`src/rtl/logo_overlay_ctrl_pkg.sv`:
```
// -----------------------------------------------------------------------------
// disp_pkg: shared display types and constants for the VGA overlay path.
//   mode_t      screen mode encoding presented on the mode output
//   rgb_t       12-bit 4:4:4 pixel colour
//   KEY_RGB_DEF default transparent colour key in logo ROM data
//   H_ACTIVE / V_ACTIVE visible area size; line V_ACTIVE carries the frame tick
// -----------------------------------------------------------------------------
package disp_pkg;

  typedef enum logic [1:0] {
    TITLE    = 2'b00,
    PLAY     = 2'b01,
    GAMEOVER = 2'b10
  } mode_t;

  typedef logic [11:0] rgb_t;

  localparam rgb_t        KEY_RGB_DEF = 12'h000;
  localparam int unsigned H_ACTIVE    = 640;
  localparam int unsigned V_ACTIVE    = 480;

endpackage

```
`src/rtl/logo_overlay_ctrl_if.sv`:
```
// -----------------------------------------------------------------------------
// logo_overlay_ctrl_if: bundle of the overlay controller's pixel-path signals.
//   x, y, video_on  scan position and visible flag from vga_sync
//   start_btn       debounced start level; game_over 1-cycle pulse from game logic
//   bg_rgb          background colour for (x,y); logo_rgb ROM data (1 cycle late)
//   rom_row/rom_col logo ROM address; rgb_out composited pixel; mode screen mode
// Modports: slave = the controller, master = the surrounding system.
// -----------------------------------------------------------------------------
interface logo_overlay_ctrl_if;
  import disp_pkg::*;

  logic [9:0] x;
  logic [9:0] y;
  logic       video_on;
  logic       start_btn;
  logic       game_over;
  rgb_t       bg_rgb;
  rgb_t       logo_rgb;
  logic [5:0] rom_row;
  logic [8:0] rom_col;
  rgb_t       rgb_out;
  mode_t      mode;

  modport master (
    output x, y, video_on, start_btn, game_over, bg_rgb, logo_rgb,
    input  rom_row, rom_col, rgb_out, mode
  );

  modport slave (
    input  x, y, video_on, start_btn, game_over, bg_rgb, logo_rgb,
    output rom_row, rom_col, rgb_out, mode
  );

endinterface

```
`src/rtl/logo_overlay_ctrl_frame_timer.sv`:
```
// -----------------------------------------------------------------------------
// frame_timer: frame tick detection and GAMEOVER frame counting.
//   clk, reset    pixel clock, synchronous active-high reset
//   i_x, i_y      scan position
//   i_clear       restart counters (entry into GAMEOVER)
//   i_count       count frame ticks (mode is GAMEOVER)
//   o_frame_tick  high for the pixel x==0, y==V_LINE
//   o_hold_done   hold counter sits at HOLD_FRAMES-1
//   o_blink_on    logo visibility phase
// Macro LOGO_BLINK_EN: when defined, o_blink_on toggles every BLINK_FRAMES
// frames starting visible; otherwise o_blink_on is constantly 1.
// -----------------------------------------------------------------------------
module frame_timer
  import disp_pkg::*;
#(
  parameter int unsigned V_LINE      = V_ACTIVE,
  parameter int unsigned HOLD_FRAMES = 180
`ifdef LOGO_BLINK_EN
  , parameter int unsigned BLINK_FRAMES = 32
`endif
) (
  input  logic       clk,
  input  logic       reset,
  input  logic [9:0] i_x,
  input  logic [9:0] i_y,
  input  logic       i_clear,
  input  logic       i_count,
  output logic       o_frame_tick,
  output logic       o_hold_done,
  output logic       o_blink_on
);

  localparam int unsigned HoldW = (HOLD_FRAMES > 1) ? $clog2(HOLD_FRAMES) : 1;

  logic [HoldW-1:0] r_hold_cnt;

  assign o_frame_tick = (i_x == 10'd0) && (i_y == 10'(V_LINE));
  assign o_hold_done  = (r_hold_cnt == HoldW'(HOLD_FRAMES - 1));

  // Saturates at HOLD_FRAMES-1; the mode leaves GAMEOVER on that tick anyway.
  always_ff @(posedge clk) begin
    if (reset) begin
      r_hold_cnt <= '0;
    end else if (i_clear) begin
      r_hold_cnt <= '0;
    end else if (i_count && o_frame_tick && !o_hold_done) begin
      r_hold_cnt <= r_hold_cnt + 1'b1;
    end
  end

`ifdef LOGO_BLINK_EN
  localparam int unsigned BlinkW = (BLINK_FRAMES > 1) ? $clog2(BLINK_FRAMES) : 1;

  logic [BlinkW-1:0] r_blink_cnt;
  logic              r_blink_on;

  always_ff @(posedge clk) begin
    if (reset) begin
      r_blink_cnt <= '0;
      r_blink_on  <= 1'b1;
    end else if (i_clear) begin
      r_blink_cnt <= '0;
      r_blink_on  <= 1'b1;
    end else if (i_count && o_frame_tick) begin
      if (r_blink_cnt == BlinkW'(BLINK_FRAMES - 1)) begin
        r_blink_cnt <= '0;
        r_blink_on  <= ~r_blink_on;
      end else begin
        r_blink_cnt <= r_blink_cnt + 1'b1;
      end
    end
  end

  assign o_blink_on = r_blink_on;
`else
  assign o_blink_on = 1'b1;
`endif

endmodule

```
`src/rtl/logo_overlay_ctrl.sv`:
```
// -----------------------------------------------------------------------------
// logo_overlay_ctrl: screen-mode sequencer and logo/background pixel compositor.
//   clk, reset  pixel clock, synchronous active-high reset
//   bus (slave) x/y/video_on/start_btn/game_over/bg_rgb/logo_rgb in,
//               rom_row/rom_col (combinational), rgb_out (registered), mode out
// Latency x/y -> rgb_out is 2 cycles; stage 1 lines up with the ROM read.
// Mode changes only commit on the frame tick (x==0, y==V_ACTIVE).
// Macro LOGO_BLINK_EN: enables logo blinking in GAMEOVER.
// -----------------------------------------------------------------------------
module logo_overlay_ctrl
  import disp_pkg::*;
#(
  parameter int unsigned LOGO_X      = 136,
  parameter int unsigned LOGO_Y      = 64,
  parameter int unsigned LOGO_W      = 368,
  parameter int unsigned LOGO_H      = 64,
  parameter int unsigned HOLD_FRAMES = 180,
  parameter rgb_t        KEY_RGB     = KEY_RGB_DEF
`ifdef LOGO_BLINK_EN
  , parameter int unsigned BLINK_FRAMES = 32
`endif
) (
  input  logic                clk,
  input  logic                reset,
  logo_overlay_ctrl_if.slave  bus
);

  localparam logic [10:0] XLo = 11'(LOGO_X);
  localparam logic [10:0] XHi = 11'(LOGO_X + LOGO_W - 1);
  localparam logic [10:0] YLo = 11'(LOGO_Y);
  localparam logic [10:0] YHi = 11'(LOGO_Y + LOGO_H - 1);

  // Mode state and request tracking
  mode_t r_mode;
  mode_t r_pend_mode;
  logic  r_pend_valid;
  logic  r_start_btn_q;

  // Pixel pipeline
  logic  r_in_win_d;
  logic  r_video_on_d;
  logic  r_show_logo_d;
  rgb_t  r_bg_rgb_d;
  rgb_t  r_rgb_out;

  logic  w_in_win;
  logic  w_start_rise;
  logic  w_req_valid;
  mode_t w_req_mode;
  mode_t w_mode_next;
  logic  w_show_logo;
  logic  w_frame_tick;
  logic  w_hold_done;
  logic  w_blink_on;
  logic  w_enter_go;

  // Addresses wrap modulo the ROM size; only meaningful inside the window.
  assign bus.rom_row = 6'(bus.y - 10'(LOGO_Y));
  assign bus.rom_col = 9'(bus.x - 10'(LOGO_X));

  assign w_in_win = ({1'b0, bus.x} >= XLo) && ({1'b0, bus.x} <= XHi) &&
                    ({1'b0, bus.y} >= YLo) && ({1'b0, bus.y} <= YHi);

  assign w_start_rise = bus.start_btn & ~r_start_btn_q;

  // Requests valid in the current mode; in PLAY only game_over counts, so it
  // naturally wins over a simultaneous start edge.
  always_comb begin
    w_req_valid = 1'b0;
    w_req_mode  = r_mode;
    unique case (r_mode)
      TITLE: begin
        if (w_start_rise) begin
          w_req_valid = 1'b1;
          w_req_mode  = PLAY;
        end
      end
      PLAY: begin
        if (bus.game_over) begin
          w_req_valid = 1'b1;
          w_req_mode  = GAMEOVER;
        end
      end
      GAMEOVER: begin
        if (w_start_rise) begin
          w_req_valid = 1'b1;
          w_req_mode  = TITLE;
        end
      end
      default: ;
    endcase
  end

  // A request arriving on the tick itself commits immediately.
  always_comb begin
    w_mode_next = r_mode;
    if (w_frame_tick) begin
      if (w_req_valid) begin
        w_mode_next = w_req_mode;
      end else if (r_pend_valid) begin
        w_mode_next = r_pend_mode;
      end else if ((r_mode == GAMEOVER) && w_hold_done) begin
        w_mode_next = TITLE;
      end
    end
  end

  assign w_enter_go = w_frame_tick && (w_mode_next == GAMEOVER) && (r_mode != GAMEOVER);

  always_comb begin
    w_show_logo = 1'b0;
    unique case (r_mode)
      TITLE:    w_show_logo = 1'b1;
      PLAY:     w_show_logo = 1'b0;
      GAMEOVER: w_show_logo = w_blink_on;
      default:  w_show_logo = 1'b0;
    endcase
  end

  always_ff @(posedge clk) begin
    if (reset) begin
      r_mode        <= TITLE;
      r_pend_mode   <= TITLE;
      r_pend_valid  <= 1'b0;
      r_start_btn_q <= 1'b0;
    end else begin
      r_start_btn_q <= bus.start_btn;
      r_mode        <= w_mode_next;
      if (w_frame_tick) begin
        r_pend_valid <= 1'b0;
      end else if (w_req_valid) begin
        // Latest request overwrites any earlier one.
        r_pend_valid <= 1'b1;
        r_pend_mode  <= w_req_mode;
      end
    end
  end

  always_ff @(posedge clk) begin
    if (reset) begin
      r_in_win_d    <= 1'b0;
      r_video_on_d  <= 1'b0;
      r_show_logo_d <= 1'b0;
      r_bg_rgb_d    <= '0;
      r_rgb_out     <= '0;
    end else begin
      r_in_win_d    <= w_in_win;
      r_video_on_d  <= bus.video_on;
      r_show_logo_d <= w_show_logo;
      r_bg_rgb_d    <= bus.bg_rgb;
      if (!r_video_on_d) begin
        r_rgb_out <= '0;
      end else if (r_show_logo_d && r_in_win_d && (bus.logo_rgb != KEY_RGB)) begin
        r_rgb_out <= bus.logo_rgb;
      end else begin
        r_rgb_out <= r_bg_rgb_d;
      end
    end
  end

  assign bus.rgb_out = r_rgb_out;
  assign bus.mode    = r_mode;

  frame_timer #(
    .V_LINE      (V_ACTIVE),
    .HOLD_FRAMES (HOLD_FRAMES)
`ifdef LOGO_BLINK_EN
    , .BLINK_FRAMES (BLINK_FRAMES)
`endif
  ) u_frame_timer (
    .clk          (clk),
    .reset        (reset),
    .i_x          (bus.x),
    .i_y          (bus.y),
    .i_clear      (w_enter_go),
    .i_count      (r_mode == GAMEOVER),
    .o_frame_tick (w_frame_tick),
    .o_hold_done  (w_hold_done),
    .o_blink_on   (w_blink_on)
  );

endmodule

```
`src/flat_wrapper.sv`:
```
// flat-port wrapper written by rule: the top's interface ports become plain ports
module logo_overlay_ctrl_flat import disp_pkg::*;
#(
  parameter int unsigned LOGO_X      = 136,
  parameter int unsigned LOGO_Y      = 64,
  parameter int unsigned LOGO_W      = 368,
  parameter int unsigned LOGO_H      = 64,
  parameter int unsigned HOLD_FRAMES = 180,
  parameter rgb_t        KEY_RGB     = KEY_RGB_DEF

)
  (clk, reset, bus_x, bus_y, bus_video_on, bus_start_btn, bus_game_over, bus_bg_rgb, bus_logo_rgb, bus_rom_row, bus_rom_col, bus_rgb_out, bus_mode);
  logo_overlay_ctrl_if bus_i ();
  input  logic clk;
  input  logic reset;
  input wire logic [$bits(bus_i.x)-1:0] bus_x;
  input wire logic [$bits(bus_i.y)-1:0] bus_y;
  input wire logic [$bits(bus_i.video_on)-1:0] bus_video_on;
  input wire logic [$bits(bus_i.start_btn)-1:0] bus_start_btn;
  input wire logic [$bits(bus_i.game_over)-1:0] bus_game_over;
  input wire logic [$bits(bus_i.bg_rgb)-1:0] bus_bg_rgb;
  input wire logic [$bits(bus_i.logo_rgb)-1:0] bus_logo_rgb;
  output wire logic [$bits(bus_i.rom_row)-1:0] bus_rom_row;
  output wire logic [$bits(bus_i.rom_col)-1:0] bus_rom_col;
  output wire logic [$bits(bus_i.rgb_out)-1:0] bus_rgb_out;
  output wire logic [$bits(bus_i.mode)-1:0] bus_mode;
  assign bus_i.x = bus_x;
  assign bus_i.y = bus_y;
  assign bus_i.video_on = bus_video_on;
  assign bus_i.start_btn = bus_start_btn;
  assign bus_i.game_over = bus_game_over;
  assign bus_i.bg_rgb = bus_bg_rgb;
  assign bus_i.logo_rgb = bus_logo_rgb;
  assign bus_rom_row = bus_i.rom_row;
  assign bus_rom_col = bus_i.rom_col;
  assign bus_rgb_out = bus_i.rgb_out;
  assign bus_mode = bus_i.mode;
  logo_overlay_ctrl #(.LOGO_X(LOGO_X), .LOGO_Y(LOGO_Y), .LOGO_W(LOGO_W), .LOGO_H(LOGO_H), .HOLD_FRAMES(HOLD_FRAMES), .KEY_RGB(KEY_RGB)) u_core (.clk(clk), .reset(reset), .bus(bus_i));
endmodule
```
`config.mk`:
```
export PLATFORM = sky130hd
export DESIGN_NAME = logo_overlay_ctrl_flat
export DESIGN_NICKNAME = d
export VERILOG_FILES = /design/src/rtl/logo_overlay_ctrl_pkg.sv /design/src/rtl/logo_overlay_ctrl_if.sv /design/src/rtl/logo_overlay_ctrl_frame_timer.sv /design/src/rtl/logo_overlay_ctrl.sv /design/src/flat_wrapper.sv
export SDC_FILE = /design/constraint.sdc
export NUM_CORES = 1
export LEC_CHECK = 0
export CAP_MARGIN = 40
export CORE_UTILIZATION = 36
export DETAILED_ROUTE_END_ITERATION = 8
export PLACE_DENSITY = 0.7
export SLEW_MARGIN = 20
export SYNTH_ARGS = -nofsm -noshare
export SYNTH_HDL_FRONTEND = slang
export SYNTH_SLANG_ARGS = --single-unit
export TNS_END_PERCENT = 50
```
`constraint.sdc`:
```
create_clock -name clk -period 2.69 [get_ports clk]
set_clock_uncertainty 0.15 [all_clocks]
set_input_delay 0.269 -clock clk [delete_from_list [all_inputs] [get_ports clk]]
set_output_delay 0.269 -clock clk [all_outputs]
set_load 0.02 [all_outputs]
```
==> key figures, run 1 <==
Clocking
  – Count of clock tree sinks: 41
  – CTS hold repair buffers: 0
  – Deepest level of the CTS H-tree: 2
  – Clock tree from TritonCTS: done
  – Skew-Pair Late Insertion Delay: 0.29 ns
  – Worst-path clk slew: 0.08 ns
  – Largest buffer count on any clock path: 2
  – Post-CTS setup buffer count: 0
  – Gates resized, CTS repair: 0
  – TritonCTS Buffers: 5
  – Root Buffer Master: clkbuf_8

Synthesis
  – Number of different library cells in the post-synthesis netlist: 40
  – Sequential cell area fraction in the yosys report: 46.6%
  – Primary flip-flop cell chosen by synthesis mapping: dfxtp_1
  – Netlist Area Pre-Place: 1760 um2
  – Top area cells in the synthesized netlist: dfxtp_1, mux2i_1, nor2b_1
  – List of most frequent post-synthesis cells: dfxtp_1, nor2_1, nor2b_1
  – Post-synthesis instance total: 194
  – Average instance area after synthesis: 9.08 um2
  – Portion of synthesized cell area occupied by the leading cell type: 46.6%
  – Number of enable flip-flop cells after synthesis: 0
  – FFs w/ async S/R, synth: 0%
  – Most area-hungry cell type in the Yosys netlist: dfxtp_1
  – Yosys Warn Count: 0
  – Number of synthesized register bits: 41
  – Number of nets in the synthesized netlist: 245
  – Most repeated cell in the gate-level netlist after synthesis: dfxtp_1

Route
  – Routed via count: 1637
  – Antenna viol nets, final: 0
  – Final wirelength: 4.04 mm
  – Routed vias/inst: 4.76
  – Number of design-rule violations left by the first detailed-router iteration: 66
  – Pre-antenna DRT Iters: 4
  – Wire length per cell after detailed routing: 11.7 um
  – DRC violation count after routing: 0

Power
  – Net switching share of the total power: 23.4%
  – Cell area power density: 456 nW/um2
  – Portion of total power attributed to combinational logic: 15.9%
  – Relative contribution of sequential cells to total power: 50.6%
  – Share of power burned in the clock network: 33.5%
  – Worst supply voltage drop on vdd: 0.345 mV
  – Net Switching: 291 uW
  – Static leakage power: 0.988 nW
  – Internal Pwr Total: 952 uW

Floorplan
  – Die outline width: 72.0 um
  – Chip Height: 72.0 um
  – Initial Util: 37.3%
  – Area of the core: 4720 um2
  – Die Area: 5180 um2
  – Number of core rows: 25
  – Count of boundary I/O pins: 78

Placed design
  – Sum of net half-perimeters after detailed placement: 3.14 mm
  – Routability congestion estimate from global placement: 0.897
  – Input/output buffers: 77

Critical path
  – Crit path required time: 2.27 ns
  – Delay contributed by the slowest stage of the critical path: 0.62 ns
  – Largest fanout of any net on the critical path: 3
  – Startpoint Class: input port
  – Arrival time at the worst endpoint: 2.05 ns
  – Critical path's most frequent cell: clkdlybuf4s50_1
  – Critical path, cell by cell: clkdlybuf4s50_1 > or4_4 > buf_4 > nand2_1 > clkdlybuf4s50_1
  – Cell with the largest stage delay on the worst path: clkdlybuf4s50_1
  – Kind of end point of the critical path: primary output
  – Category of the most critical setup path: in -> out

Cells and area
  – Synthesis-to-finish area growth: 54.6%
  – Area taken by flip-flops and latches: 821 um2
  – Diodes inserted: 0
  – Layout cells sized above 1: 8.66%
  – Fill cells: 417
  – Net count of the finished layout: 327
  – Multi-input gate area: 830 um2

Timing
  – Max Clock Freq: 404 MHz
  – Smallest hold slack: 0.314 ns
  – Final count of pins violating max slew: 0
  – Final hold violation count: 0
  – Slew at the pin closest to its max-slew limit: 0.502 ns
  – Final-report setup violation count: 0
  – Post-layout min period: 2.47 ns
  – Unrepaired setup endpoints after global routing: no
  – Max_slew headroom: 66.4%
  – Setup TNS: 0 ns
  – Post-route fraction of the period consumed by the critical path: 91.9%

Hold path
  – Hold crit path type: reg -> reg

Global routing
  – Number of global-route vias before repair: 1510
  – Global route total overflow: 0
  – First-pass GRT wire length: 6.54 mm
  – Largest net degree at the start of global routing: 23
  – GRT Overall Usage: 16.2%
  – Antenna violations before repair: 0

Run
  – Max capacitance violation total: 0

Run status
  – Result of the run: finished, final reports clean
[per-stage QoR]
stage / total power, mW / cells / utilization (%) / worst slack [ns] / cell area (um2)
after floorplan: 0.721 / 194 / - / 0.270 / 1760
after global placement: 0.840 / 336 / 55.6 / -0.0484 / 2630
after detailed placement: 0.841 / 336 / 55.6 / -0.0673 / 2630
after CTS: 1.26 / 344 / 57.6 / 0.0418 / 2720
after global routing: 1.30 / 344 / 57.7 / 0.128 / 2720
final: 1.24 / 344 / 57.7 / 0.217 / 2720
[metal layers]
layer  part of all wire, %  track usage, %  vias to the layer above
met1                    46            19.2                      747
met3                   5.8            4.86                        9
li1                      -               -                      825
met4                   1.6            5.23                        0
met2                    47            28.0                       56
met5                     0               0                        -
[worst paths after layout]
kind | start | to | slack (ns) | cells after the start
worst max-delay path | bus_x[4] | bus_rom_col[6] | 0.22 | 5
worst min-delay path | u_core.r_bg_rgb_d[10] | u_core.bus.rgb_out[10] | 0.31 | 2
worst max register to register | u_core.u_frame_timer.r_hold_cnt[2] | u_core.u_frame_timer.r_hold_cnt[3] | 0.52 | 6
worst min register to register | u_core.r_bg_rgb_d[10] | u_core.bus.rgb_out[10] | 0.31 | 2
[cells in the final DEF, fill, tap and decap left out, types with 5 or more instances in the layout]
cell and n:
a21oi_1 6, buf_4 14, clkbuf_8 6, clkdlybuf4s50_1 76, dfxtp_1 41, mux2i_1 13
nand2_1 11, nor2_1 26, nor2b_1 16, nor3_1 9, nor4_1 5, xnor2_1 6
[worst max-delay path, delay by kind of cell]
kind,cells,cell delay (ns)
buffers and inverters,3,1.20
and+or+nand+nor,2,0.59
[flip-flops by register name (all words and copies together), names as in the netlist]
| name | flops |
|---|---|
| u_core.r_show_logo_d | 1 |
| u_core.r_bg_rgb_d | 12 |
| u_core.r_pend_valid | 1 |
| u_core.r_in_win_d | 1 |
| u_core.u_frame_timer.r_hold_cnt | 8 |
| u_core.r_video_on_d | 1 |
| u_core.r_start_btn_q | 1 |
| u_core.bus.rgb_out | 12 |
| u_core.bus.mode | 2 |
| u_core.r_pend_mode | 2 |
[power by group through the flow]
stage | Combinational [mW] | Sequential (mW) | Clock [mW]
global route | 0.211 | 0.631 | 0.454
CTS | 0.199 | 0.629 | 0.430
detailed placement | 0.198 | 0.643 | 0
floorplan | 0.0743 | 0.646 | 0
global placement | 0.196 | 0.643 | 0
finish | 0.197 | 0.629 | 0.416
[layout make-up]
class | instances | area share [%]
Timing Repair Buffer | 91 | 32.2
Multi-Input combinational cell | 133 | 30.5
Tap cell | 67 | 3.08
Clock buffer | 6 | 3.03
Clock inverter | 2 | 0.505
Sequential cell | 41 | 30.1
Inverter | 4 | 0.551
[kinds of logic after synthesis]
family,count (synthesis),synth area share (%)
AO/OA/AOI/OAI,19,6.75
XOR/XNOR,9,4.47
adder cells (fa/ha/maj),2,1.42
buffers and inverters,20,6.32
flip-flops,41,46.6
multiplexers,13,7.39
AND/OR/NAND/NOR,90,27.1
Note: power is estimated with default switching activity, not from simulation.
==> inputs of run 2 (changes only) <==
--- a/config.mk
+++ b/config.mk
@@ -13,4 +13,3 @@
 export SYNTH_ARGS = -nofsm -noshare
 export SYNTH_HDL_FRONTEND = slang
 export SYNTH_SLANG_ARGS = --single-unit
-export TNS_END_PERCENT = 50
==> constraint.sdc (replaced) <==
create_clock -name clk -period 2.69 [get_ports clk]
set_clock_uncertainty 0.15 [all_clocks]
set_input_delay 0.269 -clock clk [delete_from_list [all_inputs] [get_ports clk]]
set_output_delay 0.269 -clock clk [all_outputs]
set_load 0.01 [all_outputs]
==> key figures, run 2 (synthesized netlist as in run 1, its figures left out) <==
Critical path
  – Worst Setup SP: bus_x[4]
  – Critical path, cell by cell: clkdlybuf4s50_1 > or4_4 > buf_4 > nand2_1 > xor2_1 > clkdlybuf4s50_1
  – Crit path required time: 2.27 ns (about the same)
  – Startpoint Class: input port
  – Kind of end point of the critical path: primary output
  – Cell with the largest stage delay on the worst path: clkdlybuf4s50_1
  – Critical path's most frequent cell: clkdlybuf4s50_1
  – Delay contributed by the slowest stage of the critical path: 0.56 ns (-0.06 ns)
  – R2R Path Start: u_core.u_frame_timer.r_hold_cnt[2]
  – Category of the most critical setup path: in -> out
  – Largest fanout of any net on the critical path: 3 (unchanged)
  – Arrival time at the worst endpoint: 2.16 ns (+0.11 ns)

Cells and area
  – End-of-flow core utilization: 57.8% (+0.11 points)
  – Net count of the finished layout: 327 (unchanged)
  – Final non-filler cell total: 343 (-0.29%)
  – Diodes inserted: 0 (unchanged)
  – Synthesis-to-finish area growth: 54.9%
  – Most used cells in the layout excluding fill and tap cells: clkdlybuf4s50_1, dfxtp_1, nor2_1
  – Most frequent standard cell in the layout excluding fill and tap cells: clkdlybuf4s50_1
  – Layout cells sized above 1: 8.33% (-0.33 points)

Clocking
  – Count of clock tree sinks: 41 (unchanged)
  – Post-CTS setup buffer count: 0 (unchanged)
  – TritonCTS Buffers: 5 (unchanged)
  – Largest buffer count on any clock path: 2 (unchanged)
  – Worst-path clk slew: 0.08 ns (about the same)
  – Skew-Pair Late Insertion Delay: 0.29 ns (about the same)
  – Deepest level of the CTS H-tree: 2 (unchanged)
  – Root Buffer Master: clkbuf_8
  – Clock tree from TritonCTS: done
  – Gates resized, CTS repair: 0 (unchanged)
  – CTS hold repair buffers: 0 (unchanged)

Timing
  – Final count of pins violating max slew: 0 (unchanged)
  – Post-route fraction of the period consumed by the critical path: 95.9% (+4.0 points)
  – Slew at the pin closest to its max-slew limit: 0.485 ns (-0.0180 ns)
  – Max_slew headroom: 67.6% (+1.2 points)
  – Post-layout min period: 2.58 ns (+0.107 ns)
  – Final-report setup violation count: 0 (unchanged)
  – Final hold violation count: 0 (unchanged)
  – Unrepaired setup endpoints after global routing: no
  – Max Clock Freq: 388 MHz (-4.1%)

Placed design
  – Input/output buffers: 77 (unchanged)
  – Sum of net half-perimeters after detailed placement: 3.21 mm (+2.2%)
  – Placed cell count: 336 (unchanged)
  – Routability congestion estimate from global placement: 0.892 (-0.56%)

Route
  – Wire length per cell after detailed routing: 11.9 um (+1.7%)
  – Antenna viol nets, final: 0 (unchanged)
  – DRC violation count after routing: 0 (unchanged)
  – Routed via count: 1591 (-2.8%)
  – Final wirelength: 4.09 mm (+1.4%)
  – Number of design-rule violations left by the first detailed-router iteration: 75 (+14%)
  – Pre-antenna DRT Iters: 4 (unchanged)
  – Routed vias/inst: 4.64 (-2.5%)

Hold path
  – Hold crit path type: reg -> reg
  – Hold path startpoint: u_core.r_bg_rgb_d[10]

Global routing
  – Number of global-route vias before repair: 1485 (-1.7%)
  – Global route total overflow: 0 (unchanged)
  – First-pass GRT wire length: 6.55 mm (+0.11%)
  – Most crowded layer after global routing: met2
  – GRT Overall Usage: 16.1% (-0.069 points)
  – Met3 Resource Use GR: 3.33% (-1.5 points)
  – Global Route met2 Usage: 28.2% (+0.21 points)
  – Largest net degree at the start of global routing: 23 (unchanged)
  – Antenna violations before repair: 0 (unchanged)
  – Global Route met1 Usage: 19.3% (+0.054 points)

Power
  – Net Switching: 268 uW (-7.8%)
  – Portion of total power attributed to combinational logic: 14.3% (-1.6 points)
  – Static leakage power: 0.982 nW (-0.64%)
  – Relative contribution of sequential cells to total power: 49.1% (-1.5 points)
  – Share of power burned in the clock network: 36.6% (+3.1 points)
  – Worst supply voltage drop on vdd: 0.248 mV (-28%)
  – Cell area power density: 470 nW/um2 (+3.0%)
  – Net switching share of the total power: 20.9% (-2.5 points)
  – Post-layout total power: 1.28 mW (+3.2%)
  – Internal Pwr Total: 1.01 mW (+6.5%)

Run status
  – Result of the run: finished, final reports clean

Floorplan
  – Area of the core: 4720 um2 (unchanged)
  – Number of core rows: 25 (unchanged)
  – Die Area: 5180 um2 (unchanged)
  – Count of boundary I/O pins: 78 (unchanged)
  – Initial Util: 37.3% (unchanged)
  – Die outline width: 72.0 um (unchanged)
  – Chip Height: 72.0 um (unchanged)

Run
  – Max capacitance violation total: 0 (unchanged)
run 2: cell types whose count changed in the layout (fill, tap and decap cells not counted):
cell             delta
dlymetal6s2s_1      -1
bufinv_16           +1
clkinv_4            -1
clkbuf_8            -1
clkdlybuf4s50_1     +1
run 2: final cells by class:
class	instances	area [um2]
fill	418	1990
tap	67	83.8
sequential	41	821
clock inverter	2	35.0
inverter	4	15.0
multi-input combinational	133	830
clock buffer	5	68.8
timing repair buffer	91	876
run 2: per-layer routing:
layer | up-vias | wire length [um]
met5 | - | 0
met4 | 0 | 36
li1 | 821 | -
met3 | 4 | 198
met2 | 51 | 2000
met1 | 715 | 1860
run 2: critical path, delay by kind of cell:
kind,cells,cell delay [ns]
xor+xnor,1,0.14
buf+inv,3,1.14
simple gates,2,0.61
run 2: worst paths after layout:
path,slack (ns),end,cells after the start
hold / removal,0.32,u_core.bus.rgb_out[10],2
setup / recovery,0.11,bus_rom_col[8],6
hold reg to reg,0.32,u_core.bus.rgb_out[10],2
setup reg to reg,0.45,u_core.u_frame_timer.r_hold_cnt[3],6
run 2: power groups by stage:
stage                     clock network (mW)  logic (mW)  registers (mW)
after detailed placement                   0       0.184           0.644
after floorplan                            0      0.0624           0.644
after CTS                              0.481       0.185           0.629
after global placement                     0       0.182           0.643
final                                  0.469       0.184           0.629
after global routing                   0.498       0.198           0.631
run 2: per-stage QoR:
| stage | hold WS (ns) | setup TNS [ns] | setup WS, ns | instance area (um2) |
|---|---|---|---|---|
| after floorplan | 0.236 | 0 | 0.270 | 1760 |
| after global placement | 0.299 | -0.101 | -0.0497 | 2630 |
| after detailed placement | 0.300 | -0.273 | -0.120 | 2630 |
| after CTS | 0.318 | 0 | 0.0976 | 2730 |
| after global routing | 0.333 | 0 | 0.0321 | 2730 |
| final | 0.315 | 0 | 0.110 | 2730 |
==> inputs of run 3 (changes only) <==
--- a/config.mk
+++ b/config.mk
@@ -6,9 +6,9 @@
 export NUM_CORES = 1
 export LEC_CHECK = 0
 export CAP_MARGIN = 40
-export CORE_UTILIZATION = 36
+export CORE_UTILIZATION = 41
 export DETAILED_ROUTE_END_ITERATION = 8
-export PLACE_DENSITY = 0.7
+export PLACE_DENSITY = 0.79
 export SLEW_MARGIN = 20
 export SYNTH_ARGS = -nofsm -noshare
 export SYNTH_HDL_FRONTEND = slang
==> key figures, run 3 (synthesized netlist as in run 1, its figures left out) <==
Floorplan
  – Die outline width: 67.6 um (-6.1%)
  – Chip Height: 67.6 um (-6.1%)
  – Initial Util: 43.4% (+6.1 points)
  – Number of core rows: 23 (-8.0%)
  – Die Area: 4560 um2 (-12%)
  – Area of the core: 4060 um2 (-14%)
  – Count of boundary I/O pins: 78 (unchanged)

Clocking
  – Clock tree from TritonCTS: done
  – TritonCTS Buffers: 5 (unchanged)
  – Count of clock tree sinks: 41 (unchanged)
  – Worst-path clk slew: 0.08 ns (about the same)
  – Gates resized, CTS repair: 0 (unchanged)
  – Root Buffer Master: clkbuf_8
  – Largest buffer count on any clock path: 2 (unchanged)
  – Post-CTS setup buffer count: 0 (unchanged)
  – Deepest level of the CTS H-tree: 2 (unchanged)
  – CTS hold repair buffers: 0 (unchanged)
  – Skew-Pair Late Insertion Delay: 0.29 ns (about the same)

Cells and area
  – Diodes inserted: 0 (unchanged)
  – Multi-input gate area: 830 um2 (unchanged)
  – End-of-flow core utilization: 67.3% (+9.5 points)
  – Net count of the finished layout: 328 (+0.31%)
  – Most used cells in the layout excluding fill and tap cells: clkdlybuf4s50_1, dfxtp_1, nor2_1
  – Most frequent standard cell in the layout excluding fill and tap cells: clkdlybuf4s50_1
  – Fill cells: 332 (-21%)
  – Synthesis-to-finish area growth: 55.0% (about the same)
  – Area taken by flip-flops and latches: 821 um2 (unchanged)
  – Layout cells sized above 1: 8.99% (+0.66 points)

Timing
  – Slew at the pin closest to its max-slew limit: 0.503 ns (+0.0187 ns)
  – Unrepaired setup endpoints after global routing: no
  – Max Clock Freq: 383 MHz (-1.2%)
  – Max_slew headroom: 66.4% (-1.2 points)
  – Post-layout min period: 2.61 ns (+0.0325 ns)
  – Post-route fraction of the period consumed by the critical path: 97.1% (+1.2 points)
  – Final-report setup violation count: 0 (unchanged)
  – Final hold violation count: 0 (unchanged)
  – Final count of pins violating max slew: 0 (unchanged)
  – Setup TNS: 0 ns (unchanged)

Route
  – Routed vias/inst: 4.83 (+4.0%)
  – Routed via count: 1583 (-0.50%)
  – DRC violation count after routing: 0 (unchanged)
  – Antenna viol nets, final: 0 (unchanged)
  – Final wirelength: 4.13 mm (+0.83%)
  – Pre-antenna DRT Iters: 5 (+1)
  – Number of design-rule violations left by the first detailed-router iteration: 110 (+47%)
  – Wire length per cell after detailed routing: 12.6 um (+5.4%)

Global routing
  – Global route total overflow: 0 (unchanged)
  – Largest net degree at the start of global routing: 14 (-39%)
  – GRT Overall Usage: 19.3% (+3.2 points)
  – Antenna violations before repair: 0 (unchanged)
  – First-pass GRT wire length: 6.52 mm (-0.43%)
  – Number of global-route vias before repair: 1401 (-5.7%)

Critical path
  – Crit path required time: 2.27 ns (about the same)
  – Kind of end point of the critical path: primary output
  – Category of the most critical setup path: in -> out
  – Startpoint Class: input port
  – FF-to-FF setup slack: 0.52 ns (+0.07 ns)
  – Arrival time at the worst endpoint: 2.19 ns (+0.03 ns)
  – Largest fanout of any net on the critical path: 3 (unchanged)

Power
  – Worst supply voltage drop on vdd: 0.423 mV (+71%)
  – Cell area power density: 486 nW/um2 (+3.4%)
  – Static leakage power: 0.988 nW (+0.64%)

Run
  – Max capacitance violation total: 0 (unchanged)

Placed design
  – Input/output buffers: 77 (unchanged)
  – Sum of net half-perimeters after detailed placement: 3.16 mm (-1.6%)
  – Routability congestion estimate from global placement: 0.850 (-4.7%)

Hold path
  – Hold crit path type: reg -> reg

Run status
  – Result of the run: finished, final reports clean
run 3: changes by cell type in the layout (fill, tap and decap cells not counted), sizes merged:
cell,change
clkinvlp,+1
clkbuf,+1
buf,+1
clkinv,-1
run 3: area by class of cell:
type                            instances  area share, %
Clock buffer                            6           3.02
Clock inverter                          2           1.37
Tap cell                               50           2.29
Multi-Input combinational cell        133           30.4
Sequential cell                        41           30.1
Inverter                                4          0.550
Timing Repair Buffer                   92           32.3
run 3: worst max-delay path: stages:
cell	delay [ns]
clkdlybuf4s50_1	0.43
or4_4	0.55
buf_4	0.16
nand2_1	0.07
xor2_1	0.15
clkdlybuf4s50_1	0.56
run 3: worst paths after layout:
| check | startpoint | endpoint | depth (start not counted) |
|---|---|---|---|
| worst min register to register | u_core.r_bg_rgb_d[10] | u_core.bus.rgb_out[10] | 2 |
| worst max register to register | u_core.u_frame_timer.r_hold_cnt[2] | u_core.u_frame_timer.r_hold_cnt[3] | 6 |
| worst max-delay path | bus_x[4] | bus_rom_col[8] | 6 |
| worst min-delay path | u_core.r_bg_rgb_d[10] | u_core.bus.rgb_out[10] | 2 |
run 3: per-stage QoR:
stage	power, mW	setup slack [ns]	hold slack [ns]	instance area (um2)	std cells
finish	1.33	0.0777	0.316	2730	328
global route	1.39	0.0313	0.349	2730	328
CTS	1.34	0.0621	0.319	2730	328
detailed placement	0.827	-0.130	0.300	2610	320
global placement	0.824	-0.0859	0.300	2610	320
floorplan	0.706	0.270	0.236	1760	194
run 3: routing by layer:
metal  GRT usage (%)  vias to the layer above  wire length (um)
li1                -                      828                 -
met5               0                        -                 0
met1            24.8                      709              1820
met2            31.1                       41              2060
met4            6.38                        0                38
met3            5.07                        5               215
run 3: where the power goes:
| group | leakage [nW] | internal [mW] | switching [mW] |
|---|---|---|---|
| Sequential | 0.336 | 0.624 | 0.00645 |
| Combinational | 0.595 | 0.121 | 0.0626 |
| Clock | 0.0574 | 0.302 | 0.212 |
| Total | 0.988 | 1.05 | 0.281 |
